--- config.mk ---
export PLATFORM = sky130hd
export DESIGN_NAME = mem_sram_bridge
export DESIGN_NICKNAME = d
export VERILOG_FILES = /design/src/rtl/mem_sram_bridge.sv
export SDC_FILE = /design/constraint.sdc
export NUM_CORES = 1
export LEC_CHECK = 0
export CAP_MARGIN = 20
export CORE_MARGIN = 3
export CORE_UTILIZATION = 45
export DETAILED_ROUTE_END_ITERATION = 10
export PLACE_DENSITY = 0.73
export REMOVE_ABC_BUFFERS = 1
export SLEW_MARGIN = 20
export SYNTH_ARGS = -nofsm -noshare
export SYNTH_HDL_FRONTEND = slang
export SYNTH_SLANG_ARGS = --single-unit
export TNS_END_PERCENT = 10
--- constraint.sdc ---
create_clock -name clk -period 2.3 [get_ports clk]
set_clock_uncertainty 0.2 [all_clocks]
set_input_delay 0.345 -clock clk [delete_from_list [all_inputs] [get_ports clk]]
set_output_delay 0.345 -clock clk [all_outputs]
set_load 0.02 [all_outputs]
--- src/rtl/mem_sram_bridge.sv ---
// Responder for the CPU memory request interface: splits 16-bit word requests into two byte accesses on an async 8-bit SRAM.
// Optional single-byte accesses are enabled by defining MEM_SRAM_BRIDGE_BYTE_EN (adds the bem input).
module mem_sram_bridge #(
    parameter int unsigned WAIT_CYCLES = 1
) (
    input  logic        clk,
    input  logic        rst_n,
    input  logic        rqm_n,
    input  logic        rwm_n,
    input  logic [19:0] adm_n,
    input  logic [15:0] dwm_n,
`ifdef MEM_SRAM_BRIDGE_BYTE_EN
    input  logic        bem,
`endif
    output logic        akm_n,
    output logic [15:0] drm_n,
    output logic [19:0] sram_a,
    input  logic [7:0]  sram_dq_i,
    output logic [7:0]  sram_dq_o,
    output logic        sram_dq_oe,
    output logic        sram_ce_n,
    output logic        sram_oe_n,
    output logic        sram_we_n
);

    typedef enum logic [2:0] {
        IDLE,
        LO_SU,
        LO_ST,
        HI_SU,
        HI_ST,
        ACK,
        RTZ
    } state_t;

    localparam logic [3:0] WAIT_LOAD = 4'(WAIT_CYCLES - 1);

    state_t      state;
    logic [19:0] base_addr;
    logic [15:0] wdata;
    logic [7:0]  lo_byte;
    logic [3:0]  wait_cnt;
    logic        is_read;
    logic        byte_mode;
    logic [19:0] req_addr;
    logic        req_byte;

    // Word accesses are forced even; a byte access keeps the exact address.
    always_comb begin
        req_byte = 1'b0;
`ifdef MEM_SRAM_BRIDGE_BYTE_EN
        req_byte = bem;
`endif
        req_addr = req_byte ? adm_n : (adm_n & 20'hFFFFE);
    end

    always_ff @(posedge clk or negedge rst_n) begin
        if (!rst_n) begin
            state      <= IDLE;
            base_addr  <= 20'h0;
            wdata      <= 16'h0;
            lo_byte    <= 8'h0;
            wait_cnt   <= 4'h0;
            is_read    <= 1'b0;
            byte_mode  <= 1'b0;
            akm_n      <= 1'b0;
            drm_n      <= 16'h0;
            sram_a     <= 20'h0;
            sram_dq_o  <= 8'h0;
            sram_dq_oe <= 1'b0;
            sram_ce_n  <= 1'b1;
            sram_oe_n  <= 1'b1;
            sram_we_n  <= 1'b1;
        end else begin
            akm_n <= 1'b0;
            case (state)
                IDLE: begin
                    if (rqm_n) begin
                        base_addr  <= req_addr;
                        wdata      <= dwm_n;
                        is_read    <= rwm_n;
                        byte_mode  <= req_byte;
                        sram_a     <= req_addr;
                        sram_ce_n  <= 1'b0;
                        sram_oe_n  <= 1'b1;
                        sram_we_n  <= 1'b1;
                        sram_dq_o  <= dwm_n[7:0];
                        sram_dq_oe <= ~rwm_n;
                        state      <= LO_SU;
                    end
                end

                LO_SU: begin
                    wait_cnt <= WAIT_LOAD;
                    if (is_read) sram_oe_n <= 1'b0;
                    else         sram_we_n <= 1'b0;
                    state <= LO_ST;
                end

                // The low byte is captured on the final strobe edge, as oe_n rises.
                LO_ST: begin
                    if (wait_cnt != 4'h0) begin
                        wait_cnt <= wait_cnt - 4'h1;
                    end else begin
                        sram_oe_n <= 1'b1;
                        sram_we_n <= 1'b1;
                        if (is_read) lo_byte <= sram_dq_i;
                        if (byte_mode) begin
                            sram_ce_n  <= 1'b1;
                            sram_dq_oe <= 1'b0;
                            akm_n      <= 1'b1;
                            if (is_read) drm_n <= {8'h00, sram_dq_i};
                            state <= ACK;
                        end else begin
                            sram_a    <= base_addr + 20'd1;
                            sram_dq_o <= wdata[15:8];
                            state     <= HI_SU;
                        end
                    end
                end

                HI_SU: begin
                    wait_cnt <= WAIT_LOAD;
                    if (is_read) sram_oe_n <= 1'b0;
                    else         sram_we_n <= 1'b0;
                    state <= HI_ST;
                end

                HI_ST: begin
                    if (wait_cnt != 4'h0) begin
                        wait_cnt <= wait_cnt - 4'h1;
                    end else begin
                        sram_ce_n  <= 1'b1;
                        sram_oe_n  <= 1'b1;
                        sram_we_n  <= 1'b1;
                        sram_dq_oe <= 1'b0;
                        akm_n      <= 1'b1;
                        if (is_read) drm_n <= {sram_dq_i, lo_byte};
                        state <= ACK;
                    end
                end

                // Return-to-zero: a request still held after ack is not serviced twice.
                ACK: state <= rqm_n ? RTZ : IDLE;

                RTZ: if (!rqm_n) state <= IDLE;

                default: state <= IDLE;
            endcase
        end
    end

endmodule
# Word-level counts from Yosys, hierarchy flattened
# Index checks and enable logic that the tools add are counted.
[word_totals] ff_bits=100 inputBits=48 out_inout_bits=49 elab_cells=83
[op_classes] addsub=2 n_eq_ne=16 n_mux=30 n_bitwise=3 reduce_logical=18
[op_table] op="$mux 16" count=3
[op_table] op="$mux 20" count=2
[op_table] op="$pmux 20 s2" count=1
[op_table] op="$pmux 3 s7" count=1
[op_table] op="$add 20x1->20 const B" count=1
[op_table] op="$mux 8" count=2
[op_table] op="$ne 2x2->1 const B" count=8
[op_table] op="$pmux 8 s2" count=1
[op_table] op="$mux 3" count=5
[op_table] op="$reduce_and 4->1" count=3
[op_table] op="$eq 3x3->1 const B" count=3
[op_table] op="$mux 1" count=9
[op_table] op="$pmux 4 s2" count=1
[op_table] op="$eq 3x2->1 const B" count=2
[op_table] op="$pmux 1 s3" count=2
[op_table] op="$reduce_and 3->1" count=2
[op_table] op="$reduce_and 6->1" count=1
[op_table] op="$reduce_bool 2->1" count=3
[op_table] op="$reduce_bool 3->1" count=2
[op_table] op="$reduce_and 5->1" count=1
[op_table] op="$mux 4" count=1
[op_table] op="$ne 2x1->1 const B" count=2
[op_table] op="$pmux 1 s2" count=2
[op_table] op="$reduce_and 2->1" count=2
[op_table] op="other kinds (6)" count=9

# Longest topological paths before layout
[depth] depth_word=4 ltp_mapped=7 ltp_nobuf=5

# Least setup slack after synthesis
# No wires, ideal clock.
[synth_path] path_type="register -> register" startpoint="reg wait_cnt[0]" endpoint="reg sram_a[16]" setup_ps=125 arrival_time_ps=1747 t_required_ps=1975 setup_slack_ps=228 stages_incl_launch_ff=8 path_buffers=2 synth_period_minus_slack_ps=2072 cell_sequence="dfrtp_1 inv_1 ha_1 nor3b_4 a21o_1 buf_4 buf_6 mux2_2"
[synth_via] elab_chain_cells=3
[synth_lines] element="from (decl)" line_no="42" source="logic [3:0] wait_cnt;"
[synth_lines] element="from (signal assigned)" line_no="103" source="wait_cnt <= wait_cnt - 4'h1;"
[synth_lines] element="from (signal assigned)" line_no="131" source="wait_cnt <= wait_cnt - 4'h1;"
[synth_lines] element="$reduce_bool 4->1" line_no="102" source="if (wait_cnt != 4'h0) begin"
[synth_lines] element="$ne 2x2->1 (no source line)"
[synth_lines] element="$reduce_and 3->1 (no source line)"
[synth_lines] element="to (signal assigned)" line_no="83" source="sram_a <= req_addr;"
[synth_lines] element="to (signal assigned)" line_no="115" source="sram_a <= base_addr + 20'd1;"
[synth_lines] element="to (decl)" line_no="17" source="output logic [19:0] sram_a,"
# Every way passes these cells.
# A chain may end at the register's enable or synchronous reset.

# Final worst setup path
[layout_path] startpoint="reg wait_cnt[0]" endpoint="reg sram_dq_o[1]"
[layout_via] elab_chain_cells=3
[layout_lines] element="$reduce_bool 4->1" line_no="102"
[layout_lines] element="$ne 2x2->1 (no source line)"
[layout_lines] element="$reduce_and 3->1 (no source line)"
[layout_lines] element="to (signal assigned)" line_no="87" source="sram_dq_o <= dwm_n[7:0];"
[layout_lines] element="to (signal assigned)" line_no="116" source="sram_dq_o <= wdata[15:8];"
[layout_lines] element="to (decl)" line_no="19" source="output logic [7:0] sram_dq_o,"
# Every way passes these cells.

==> results.py <==
metrics = {
    "floorplan": {
        "ios": 97,
        "placementRows": 34,
        "die_y_microns": 101,
        "core_area_sq_um": 8760,
        "die_w_microns": 101,
        "die-area_sq_um": 10300,
        "start_util": 0.467,
    },
    "timing": {
        "period_minus_slack_ps": 2160,
        "rsz0062_at_grt": "no",
        "fmax_mhz": 462,
        "drv_slew": 0,
        "finalSetupViolCount": 0,
        "whs_ps": 295,
        "relSlewSlack": 0.637,
        "finalHoldViolCount": 0,
        "worstMarginPinSlew_ps": 545,
        "fin_crit_sh": 0.941,
    },
    "synthesis": {
        "synth_top_area_frac": 0.545,
        "netlist_area_sq_um": 4090,
        "yosysUniqueCellTypes": 46,
        "synth_edf_count": 0,
        "synth_area_per_cell_sq_um": 14.9,
        "synth_ff_type": "dfrtp_1",
        "synth-seq-area-share": 0.564,
        "synth_cells": 275,
        "synth_area_leaders": "dfrtp_1 (54%), mux2_2 (25%), mux2_4 (3.7%), dfstp_2 (1.9%), mux2_1 (1.9%)",
        "yosysTopAreaCell": "dfrtp_1",
        "synthArstFlopShare": 1.00,
        "synth-seq-cells": 92,
        "synth-warning-count": 0,
    },
    "power_and_ir_drop": {
        "powerDensity_nw_per_um2": 1420,
        "p_int_mw": 5.01,
        "ir_drop_mv": 0.674,
        "p_total_mw": 7.69,
        "p_sw_frac": 0.348,
        "power_frac_comb": 0.495,
        "seqPwrFrac": 0.376,
        "power.share.clock": 0.129,
        "power_switching_mw": 2.67,
        "p_leak_nw": 2.28,
    },
    "clocking": {
        "cts_htree_levels": 3,
        "clock-sinks": 92,
        "cts_tree": "built",
        "clock-root-buffer": "clkbuf_8",
        "insertion_delay_ps": 360,
        "cts_max_path_buffers": 2,
        "cts_buffers": 9,
        "path_clk_slew_ps": 90,
    },
    "worst_setup_path": {
        "path_class": "reg -> reg",
        "end_kind": "flop",
        "crit_slowest_cell": "dfrtp_1",
        "path_delay_family": "flip-flops",
        "crit_buf_inv": 2,
        "critPathMaxStageDelay_ps": 430,
        "cp-start-kind": "flop",
        "path_cells": "inv_1 -> ha_1 -> nor3b_4 -> a21o_1 -> buf_12 -> mux2_2",
        "crit_fanout": 27,
        "crit_arrival_ps": 2210,
        "cp.required_ps": 2340,
    },
    "drt": {
        "vias": 2603,
        "first_pass_iters": 4,
        "drt-initial-drc-count": 89,
        "wl_per_cell_microns": 16.5,
        "wl_microns": 8100,
        "drc": 0,
        "antenna_left": 0,
        "viasPerCell": 5.29,
    },
    "grt": {
        "antenna_found_initial": 0,
        "grt_use_total": 0.168,
        "grt_pass1_vias": 2674,
        "grt_pass1_wl_microns": 13500,
        "gr-total-overflow": 0,
        "grt_max_degree": 42,
    },
    "placed_design": {
        "dp_hpwl_microns": 5770,
        "numPortBuffers": 95,
        "gp_congestion": 0.739,
    },
    "finish": {
        "nNetsFinal": 428,
        "area_growth_pct": 32.3,
        "fillers": 707,
        "diodes": 0,
        "layout-drive-gt1-share": 0.365,
        "most-common-layout-cells": "clkdlybuf4s50_1 (94), mux2_2 (89), dfrtp_1 (89), buf_4 (11), mux2_4 (10)",
        "final_common_cell": "clkdlybuf4s50_1",
    },
    "worst_hold_path": {
        "hp-class": "reg -> reg",
    },
    "run_status": {
        "status": "finished clean",
    },
    "flow_run": {
        "drv_cap": 0,
    },
}
power by group through the flow:
| stage | clock network, mW | logic, mW | registers (mW) |
|---|---|---|---|
| 2_1_floorplan | 0 | 1.72 | 3.42 |
| 3_3_place_gp | 0 | 3.77 | 2.88 |
| 3_5_place_dp | 0 | 3.84 | 2.93 |
| 4_1_cts | 1.02 | 3.86 | 2.90 |
| 5_1_grt | 1.10 | 4.09 | 3.00 |
| 6_report | 0.990 | 3.81 | 2.89 |
layout make-up:
| type | count | area, sq um | area share |
|---|---|---|---|
| clock buffer | 10 | 128 | 0.0236 |
| clock inverter | 6 | 48.8 | 0.00902 |
| inverter | 9 | 33.8 | 0.00624 |
| multi-input combinational | 157 | 1650 | 0.304 |
| sequential | 92 | 2310 | 0.426 |
| tap | 108 | 135 | 0.0250 |
| timing repair buffer | 110 | 1110 | 0.206 |
cell usage after synthesis (2+ instances only):
master    instances
dfstp_2           3
mux2_2           89
dfrtp_1          89
nor4b_1           2
mux2_1            7
buf_2             7
buf_6             5
a21oi_1           2
inv_1             9
o21ai_0           5
o22ai_1           3
clkbuf_1          2
buf_4             2
mux2i_1           3
nor3_1            3
nand2_1           3
nand3_1           2
or4_1             2
mux2_4           10
metal layers:
layer  part of all wire  GRT usage
met5                  0          0
met4              0.012     0.0552
met3              0.084     0.0579
met2               0.44      0.251
met1               0.46      0.231
state kept, by name, indices dropped and copies added, names as in the netlist, 3 cells and up:
name       cells
lo_byte        8
sram_dq_o      8
sram_a        20
wdata          8
state          3
wait_cnt       4
drm_n         16
base_addr     19
cell families after synthesis:
group	after synthesis	share of synthesized area
flops	92	0.564
mux	109	0.308
compound gates	19	0.0327
simple gates	25	0.0483
xor+xnor	2	0.00428
fa+ha+maj	2	0.00551
buf+inv	26	0.0370
timing repair:
| action | in CTS | in global routing |
|---|---|---|
| resized for setup | 0 | 0 |
| hold buffers | 1 | 0 |
| hold endpoints to repair | 36 | 0 |
| endpoints found under the setup margin | 0 | 16 |
| setup buffers | 0 | 1 |
path summary, 6_finish.rpt:
check | startpoint | to | slack (ps) | depth (start not counted)
worst max register to register | wait_cnt[0] | sram_dq_o[1] | 140 | 6
worst min-delay path | sram_a[18] | sram_a[18] | 300 | 1
min in group asynchronous | rst_n | state[2] | 310 | 2
max in group asynchronous | rst_n | sram_ce_n | 930 | 3
worst max-delay path | wait_cnt[0] | sram_dq_o[1] | 140 | 6
worst min register to register | sram_a[18] | sram_a[18] | 300 | 1
stage by stage:
step | cell area [sq um] | setup WS (ps) | cells | util | setup TNS, ps
2_1_floorplan | 3970 | -1440 | 258 | - | -67090
3_3_place_gp | 5210 | 97.1 | 474 | 0.594 | 0
3_5_place_dp | 5210 | 82.2 | 474 | 0.594 | 0
4_1_cts | 5390 | 97.0 | 491 | 0.615 | 0
5_1_grt | 5410 | 24.9 | 492 | 0.618 | 0
6_report | 5410 | 136 | 492 | 0.618 | 0
Note: power is estimated with default switching activity, not from simulation.
